[config.mk]
export PLATFORM = sky130hd
export DESIGN_NAME = cfg_pkt_initiator
export DESIGN_NICKNAME = d
export VERILOG_FILES = /design/src/rtl/cfg_pkt_pkg.sv /design/src/rtl/cfg_rsp_match.sv /design/src/rtl/cfg_pkt_initiator.sv
export SDC_FILE = /design/constraint.sdc
export NUM_CORES = 1
export LEC_CHECK = 0
export ABC_AREA = 1
export ABC_CLOCK_PERIOD_IN_PS = 4900
export CAP_MARGIN = 20
export CORE_AREA = 4 4 153 155
export CTS_CLUSTER_SIZE = 30
export DETAILED_ROUTE_END_ITERATION = 8
export DIE_AREA = 0 0 157 159
export PLACE_DENSITY = 0.71
export SYNTH_ARGS = -nofsm -noshare
export SYNTH_HDL_FRONTEND = slang
export SYNTH_SLANG_ARGS = --single-unit
[constraint.sdc]
create_clock -name clk -period 4.9 [get_ports clk]
set_input_delay 0.98 -clock clk [delete_from_list [all_inputs] [get_ports clk]]
set_output_delay 0.98 -clock clk [all_outputs]
set_load 0.02 [all_outputs]
[src/rtl/cfg_pkt_pkg.sv]
// Shared config-packet definitions: field positions, type codes, cycle flags and MIDs.
// Reused by the initiator and by every per-module config responder.
package cfg_pkt_pkg;

  localparam int CFG_W   = 134;
  localparam int FLAG_HI = 133;
  localparam int FLAG_LO = 132;
  localparam int TYPE_HI = 127;
  localparam int TYPE_LO = 124;
  localparam int SEQ_HI  = 123;
  localparam int SEQ_LO  = 112;
  localparam int SRC_HI  = 111;
  localparam int SRC_LO  = 104;
  localparam int DST_HI  = 103;
  localparam int DST_LO  = 96;
  localparam int ADDR_HI = 95;
  localparam int ADDR_LO = 64;
  localparam int DATA_HI = 31;
  localparam int DATA_LO = 0;

  localparam logic [1:0] CFG_SOP = 2'b01;
  localparam logic [1:0] CFG_EOP = 2'b10;

  localparam logic [3:0] CFG_RD  = 4'b0001;
  localparam logic [3:0] CFG_WR  = 4'b0010;
  localparam logic [3:0] CFG_RSP = 4'b1011;

  localparam logic [7:0] MID_HOST = 8'd1;

  localparam logic [CFG_W-1:0] CFG_WORD2 = {CFG_EOP, 132'h0};

  typedef enum logic [2:0] {
    ST_IDLE,
    ST_SEND1,
    ST_SEND2,
    ST_WAIT_RSP,
    ST_RSP2
  } cfg_init_state_t;

  function automatic logic [CFG_W-1:0] cfg_word1(
    input logic [3:0]  typ,
    input logic [11:0] seq,
    input logic [7:0]  src,
    input logic [7:0]  dst,
    input logic [31:0] addr,
    input logic [31:0] wdata
  );
    cfg_word1 = {CFG_SOP, 4'b0000, typ, seq, src, dst, addr, 32'h0, wdata};
  endfunction

endpackage

[src/rtl/cfg_rsp_match.sv]
// Combinational match of a returning word-1 against the outstanding read,
// plus the saturating counter of discarded return first-words.
module cfg_rsp_match
  import cfg_pkt_pkg::*;
#(
  parameter logic [7:0] SELF_MID = MID_HOST
) (
  input  logic             clk,
  input  logic             rst_n,
  input  logic [CFG_W-1:0] cin_cfg_data,
  input  logic             cin_cfg_data_wr,
  input  logic             waiting,
  input  logic [11:0]      exp_seq,
  output logic             match,
  output logic [15:0]      drop_cnt
);

  logic        is_sop;
  logic [15:0] drop_cnt_reg;
  logic        unused_bits;

  assign is_sop = cin_cfg_data_wr && (cin_cfg_data[FLAG_HI:FLAG_LO] == CFG_SOP);

  assign match = waiting && is_sop
              && (cin_cfg_data[TYPE_HI:TYPE_LO] == CFG_RSP)
              && (cin_cfg_data[DST_HI:DST_LO]   == SELF_MID)
              && (cin_cfg_data[SEQ_HI:SEQ_LO]   == exp_seq);

  // Only first-words count; an orphaned word-2 is silently ignored.
  always_ff @(posedge clk or negedge rst_n) begin
    if (!rst_n) begin
      drop_cnt_reg <= 16'h0;
    end else if (is_sop && !match && (drop_cnt_reg != 16'hFFFF)) begin
      drop_cnt_reg <= drop_cnt_reg + 16'd1;
    end
  end

  assign drop_cnt    = drop_cnt_reg;
  assign unused_bits = ^{cin_cfg_data[131:128], cin_cfg_data[SRC_HI:SRC_LO],
                         cin_cfg_data[ADDR_HI:DATA_LO]};

endmodule

[src/rtl/cfg_pkt_initiator.sv]
// Host-side config packet master: request -> two-word packet on the chain head, read
// response matched by seq from the chain tail. Optional read timeout under CFG_TIMEOUT_EN.
module cfg_pkt_initiator
  import cfg_pkt_pkg::*;
#(
  parameter logic [7:0]  SELF_MID    = MID_HOST,
  parameter logic [15:0] TIMEOUT_CYC = 16'd4096
) (
  input  logic             clk,
  input  logic             rst_n,
  input  logic             req_valid,
  output logic             req_ready,
  input  logic             req_wr,
  input  logic [7:0]       req_dst_mid,
  input  logic [31:0]      req_addr,
  input  logic [31:0]      req_wdata,
  output logic             resp_valid,
  output logic [31:0]      resp_rdata,
  output logic             resp_err,
  output logic [CFG_W-1:0] cout_cfg_data,
  output logic             cout_cfg_data_wr,
  input  logic             cin_cfg_ready,
  input  logic [CFG_W-1:0] cin_cfg_data,
  input  logic             cin_cfg_data_wr,
  output logic             cout_cfg_ready,
  output logic [15:0]      drop_cnt
);

  cfg_init_state_t  state_reg, state_next;
  logic             running_reg;
  logic             wr_reg;
  logic [11:0]      seq_reg;
  logic [11:0]      out_seq_reg;
  logic [CFG_W-1:0] word_reg;
  logic [31:0]      rdata_reg;
  logic             resp_valid_reg;

  logic             emit;
  logic             accept;
  logic             ready_c;
  logic             done_ok;
  logic             done_to;
  logic             match;
  logic             eop_in;
  logic             timeout_hit;

  assign eop_in = cin_cfg_data_wr && (cin_cfg_data[FLAG_HI:FLAG_LO] == CFG_EOP);

  cfg_rsp_match #(
    .SELF_MID (SELF_MID)
  ) u_match (
    .clk             (clk),
    .rst_n           (rst_n),
    .cin_cfg_data    (cin_cfg_data),
    .cin_cfg_data_wr (cin_cfg_data_wr),
    .waiting         (state_reg == ST_WAIT_RSP),
    .exp_seq         (out_seq_reg),
    .match           (match),
    .drop_cnt        (drop_cnt)
  );

  // Words leave only in a cycle the chain head is ready, so the strobe is combinational.
  always_comb begin
    state_next = state_reg;
    emit       = 1'b0;
    accept     = 1'b0;
    ready_c    = 1'b0;
    done_ok    = 1'b0;
    done_to    = 1'b0;
    case (state_reg)
      ST_IDLE: begin
        ready_c = running_reg;
        if (req_valid && running_reg) begin
          accept     = 1'b1;
          state_next = ST_SEND1;
        end
      end
      ST_SEND1: begin
        if (cin_cfg_ready) begin
          emit       = 1'b1;
          state_next = ST_SEND2;
        end
      end
      ST_SEND2: begin
        if (cin_cfg_ready) begin
          emit       = 1'b1;
          state_next = wr_reg ? ST_IDLE : ST_WAIT_RSP;
        end
      end
      ST_WAIT_RSP: begin
        if (match) begin
          state_next = ST_RSP2;
        end else if (timeout_hit) begin
          done_to    = 1'b1;
          state_next = ST_IDLE;
        end
      end
      ST_RSP2: begin
        if (eop_in) begin
          done_ok    = 1'b1;
          state_next = ST_IDLE;
        end
      end
      default: state_next = ST_IDLE;
    endcase
  end

  always_ff @(posedge clk or negedge rst_n) begin
    if (!rst_n) begin
      state_reg      <= ST_IDLE;
      running_reg    <= 1'b0;
      wr_reg         <= 1'b0;
      seq_reg        <= 12'h0;
      out_seq_reg    <= 12'h0;
      word_reg       <= '0;
      rdata_reg      <= 32'h0;
      resp_valid_reg <= 1'b0;
    end else begin
      state_reg      <= state_next;
      running_reg    <= 1'b1;
      resp_valid_reg <= done_ok | done_to;
      if (accept) begin
        wr_reg      <= req_wr;
        out_seq_reg <= seq_reg;
        word_reg    <= cfg_word1(req_wr ? CFG_WR : CFG_RD, seq_reg, SELF_MID,
                                 req_dst_mid, req_addr, req_wr ? req_wdata : 32'h0);
      end else if (emit) begin
        word_reg <= (state_reg == ST_SEND1) ? CFG_WORD2 : '0;
      end
      if (emit && (state_reg == ST_SEND2)) begin
        seq_reg <= seq_reg + 12'd1;
      end
      if (match) begin
        rdata_reg <= cin_cfg_data[DATA_HI:DATA_LO];
      end else if (done_to) begin
        rdata_reg <= 32'hFFFF_FFFF;
      end
    end
  end

`ifdef CFG_TIMEOUT_EN
  logic [15:0] to_cnt_reg;
  logic        resp_err_reg;

  // Counter sits at zero outside WAIT_RSP, so it starts from 0 on every entry.
  always_ff @(posedge clk or negedge rst_n) begin
    if (!rst_n) begin
      to_cnt_reg   <= 16'h0;
      resp_err_reg <= 1'b0;
    end else begin
      to_cnt_reg   <= (state_reg == ST_WAIT_RSP) ? to_cnt_reg + 16'd1 : 16'h0;
      resp_err_reg <= done_to;
    end
  end

  assign timeout_hit = (state_reg == ST_WAIT_RSP) && (to_cnt_reg == TIMEOUT_CYC - 16'd1);
  assign resp_err    = resp_err_reg;
`else
  logic [15:0] unused_timeout_cyc;

  assign unused_timeout_cyc = TIMEOUT_CYC;
  assign timeout_hit        = 1'b0;
  assign resp_err           = 1'b0;
`endif

  assign req_ready        = ready_c;
  assign resp_valid       = resp_valid_reg;
  assign resp_rdata       = rdata_reg;
  assign cout_cfg_data    = word_reg;
  assign cout_cfg_data_wr = emit;
  assign cout_cfg_ready   = 1'b1;

endmodule

=== Yosys cells after proc, flatten, opt, wreduce, memory -nomap -nowiden ===
Index checks and enable logic that the tools add are counted.

* Bits in registers: 212
* Bits in latches: 0
* RAM bits: 0
* Bits in read-only memories: 0
* Output and inout port bits: 187
* Logic and storage cells: 61
* Memories: 0

* $add $sub $neg: 2
* Multiply operators: 0
* Div/mod/pow operators: 0
* Magnitude comparators: 0
* Equality and inequality tests: 15
* Shift operators: 0
* Mux-type cells: 20
* Bitwise operators: 0
* Reduce and logical (&&, ||, !) cells: 15

{| class="wikitable"
|+ Operators with widths
! kind !! count
|-
| two-way mux 134 bit || 3
|-
| two-way mux 32 bit || 2
|-
| adder 16 x 1 -> 16 bit (second input constant) || 1
|-
| != test 16 bit (second input constant) || 1
|-
| two-way mux 3 bit || 5
|-
| one-hot mux 3 bit (5 select lines) || 1
|-
| adder 12 x 1 -> 12 bit (second input constant) || 1
|-
| == test 12 bit || 1
|-
| logical AND 1 bit || 10
|-
| != test 2 bit (second input constant) || 5
|-
| == test 8 x 1 -> 1 bit (second input constant) || 1
|-
| two-way mux 1 bit || 7
|-
| == test 3 x 2 -> 1 bit (second input constant) || 2
|-
| AND reduction 5 bit || 1
|-
| == test 4 bit (second input constant) || 1
|-
| two-way mux 2 bit || 2
|-
| == test 3 x 1 -> 1 bit (second input constant) || 1
|-
| == test 3 bit (second input constant) || 1
|-
| logical NOT 3 bit || 1
|-
| == test 2 x 1 -> 1 bit (second input constant) || 1
|-
| == test 2 bit (second input constant) || 1
|-
| nonzero test 2 bit || 1
|-
| OR reduction 2 bit || 1
|-
| logical NOT 1 bit || 1
|}

=== Logic depth before layout (Yosys ltp) ===
* Depth after elaboration: 9
* Depth in mapped cells: 12
* Gate-level depth less buffers: 11

=== Cells and area by module ===
A second synthesis with hierarchy kept.

* Cells, all modules: 908
* Area, all modules: 7915.1 sq um

{| class="wikitable"
|+ Modules (own cells, without submodules)
! module !! instances !! cells an instance !! area an instance (sq um) !! seq. area each (sq um)
|-
| cfg_pkt_initiator || 1 || 669 || 6449.9 || 3753.6
|-
| cfg_rsp_match || 1 || 239 || 1465.2 || 400.4
|}

=== Worst setup path after synthesis ===
Ideal clock, no wire load.

* Path type: input to output
* Start point: input port cin_cfg_ready
* End point: output port cout_cfg_data_wr
* Arrival: 1.351 ns
* Slack: 2.569 ns
* Stages on the path: 2
* Buffers on the path: 0
* Path through: inv_1 -> nor2_2

* Word-level cells in the longest chain between the ends: 2

{| class="wikitable"
|+ RTL lines
! element !! line !! RTL
|-
| start: declaration || cfg_pkt_initiator.sv:22 || <nowiki>input logic cin_cfg_ready,</nowiki>
|-
| two-way mux 1 bit || cfg_pkt_initiator.sv:79, cfg_pkt_initiator.sv:85 ||
|-
| two-way mux 1 bit || - ||
|-
| end: declaration || cfg_pkt_initiator.sv:21 || <nowiki>output logic cout_cfg_data_wr,</nowiki>
|}

Every way passes these cells.

=== Worst setup path after layout ===
Ends and elaborated chain as after synthesis.

==> metrics.yaml <==
postLayoutCoreUtil: 0.492
htreeDepth: 4
cp_data_required_time_ns: 3.92
crit_slowest_cell: "clkdlybuf4s50_1"
dieArea_um2: 25000
maxCapViolCount: 0
critPathCaptureType: "output port"
p_leak_nw: 5.07
yosys.area.top_type: "dfrtp_1"
syn_inst: 756
final_layout_size_suffix_gt1_frac: 0.0521
clk_transition_reported_paths_ns: 0.07
die_y_um: 159
post_cts_buffers: 0
regArea_um2: 4150
cts_buffers: 17
cts_resized: 0
core-area_um2: 21800
synth_fa_ha_area_frac: 0.00339
path_class: "in2out"
multi_input_area_um2: 2560
timing.slew.headroom: 0.458
slowest_delay_ns: 0.67
cp_top_family: "buffers and inverters"
syn2layout_area_growth_pct: 45.3
min_path_type: "reg2reg"
tns_ns: 0
finalCritPeriodShare: 0.689
max_freq_ghz: 0.296
crit_path_start: "cin_cfg_ready"
setup_viol: 0
yosysWarnings: 0
grt_use_total: 0.164
synthTopCellsByArea: "dfrtp_1 (56%), nand2_1 (9.3%), buf_4 (5.1%)"
vias_per_cell: 4.61
vias: 6066
grt_antenna_before_repair: 0
fin_skew_ns: 0.0114
cts_tree: "built"
crit_path_cell_trace: "clkdlybuf4s50_1 -> inv_1 -> nor2_2 -> clkdlybuf4s50_1"
place_hpwl_mm: 15.3
synth_top_family_by_area: "simple AND/OR/NAND/NOR gates"
hp-start: "cout_cfg_data[122]"
dr.pass1.iters: 4
critical_path_buf_inv_count: 3
io_buffer_count: 275
wirelength_mm: 20.7
num-fill-cells: 2025
nNetsFinal: 1237
drc: 0
muxShareOfSynthArea: 0
gp_congestion: 0.792
grt_max_degree: 90
yosys.area.top_type_share: 0.563
cts_sinks: 166
synth_seq_area_share: 0.563
synth-xor-area-share: 0.0320
syn_avg_cell_area_um2: 9.77
synth_compound_area_frac: 0.124
start_util: 0.338
postCtsHoldBufs: 0
io_pins: 399
syn_area_um2: 7380
yosys_register_bits: 166
grt_setup_unrepaired: "no"
yosys.area_share.simple: 0.162
wl_per_cell_um: 15.7
cpMostUsedCell: "clkdlybuf4s50_1"
clockRootBuffer: "clkbuf_16"
yosysUniqueCellTypes: 33
cp_max_fo: 4
powerDensity_nw_per_um2: 470
grt_pass1_vias: 6269
regToRegStartpoint: "state_reg[0]"
clk_latency_ns: 0.42
slew_viol_final: 0
final_hold_viol_count: 0
die_w_um: 157
period_minus_slack_ns: 3.38
crit_arrival_ns: 2.40
critPathLaunchType: "primary input"
n_antenna_cell: 0
clk_path_buf_depth: 2
irDropWorstVdd_mv: 0.251
ant_nets: 0
largest_register_ffs: 88
tightest_slew_ns: 0.814
drt_iter0_markers: 192
grt_pass1_wl_mm: 32.7
grt-ovfl-total: 0
status: "complete, no violations"
rows: 54
==> path summary, 6_finish.rpt <==
path	endpoint	slack (ns)	cells past startpoint
min reg2reg	cout_cfg_data[122]	0.47	2
max	cout_cfg_data_wr	1.52	4
max reg2reg	cout_cfg_data[8]	2.43	6
max in group asynchronous	out_seq_reg[5]	3.29	2
min	cout_cfg_data[122]	0.47	2
min in group asynchronous	cout_cfg_data[5]	0.62	1
==> synth_stat cells (all sizes together) <==
master / number
nor3: 8
ha: 2
and2: 1
xnor2: 9
nor3b: 1
a22o: 40
inv: 78
nor4: 1
nand3: 31
or2: 1
conb: 2
nand4: 8
dfrtp: 166
nand2: 184
xor2: 18
clkbuf: 10
o211ai: 1
buf: 71
nor2: 41
a32o: 32
nand3b: 3
o21ai: 46
a21oi: 2
==> per-stage QoR <==
stage          hold slack [ns]  cells  setup WS [ns]  power (mW)  cell area (um^2)
6_report                 0.468   1316           1.52        5.04             10700
5_1_grt                  0.506   1316           1.48        5.35             10700
4_1_cts                  0.475   1316           1.51        5.11             10700
3_5_place_dp             0.457   1284           1.51        3.80             10200
2_1_floorplan            0.446    802           2.57        2.94              7560
3_3_place_gp             0.455   1284           1.52        3.78             10200
==> cell type report <==
| cell class | instances | share of cell area |
|---|---|---|
| Timing Repair Buffer | 283 | 0.262 |
| Clock buffer | 19 | 0.0413 |
| Inverter | 78 | 0.0273 |
| Sequential cell | 166 | 0.387 |
| Clock inverter | 13 | 0.0104 |
| Multi-Input combinational cell | 477 | 0.239 |
| Tap cell | 280 | 0.0327 |
==> cells by family after synthesis <==
| kind of cell | after synthesis |
|---|---|
| other cells | 2 |
| buf+inv | 159 |
| compound gates | 121 |
| xor+xnor | 27 |
| simple gates | 279 |
| flops | 166 |
| fa+ha+maj | 2 |
==> power breakdown <==
group / leakage (nW) / internal, mW / total (mW) / switching [mW]
Sequential: 2.24 / 1.70 / 1.94 / 0.238
Clock: 0.271 / 0.680 / 1.28 / 0.598
Combinational: 2.55 / 0.836 / 1.82 / 0.983
==> cells in the final DEF, fill, tap and decap left out, types with 25 or more instances in the layout <==
| cell type | count |
|---|---|
| nand2_1 | 183 |
| a32o_1 | 32 |
| clkdlybuf4s50_1 | 274 |
| nor2_1 | 35 |
| conb_1 | 48 |
| o21ai_0 | 25 |
| nand3_1 | 27 |
| a22o_1 | 40 |
| inv_1 | 77 |
| dfrtp_1 | 166 |
==> layer usage <==
metal  share of wire  GRT usage  vias up
met5               0          0        -
met2            0.49      0.279      238
met3            0.11     0.0731        9
li1                -          -     2923
met1            0.39      0.191     2896
met4          0.0085     0.0371        0
==> tightest hold or removal path, stage by stage, from the launching register on <==
cell	delay, ns
dfrtp_1	0.34
nand2_1	0.05
nand2_1	0.05
Power figures use the tool's default switching activity.
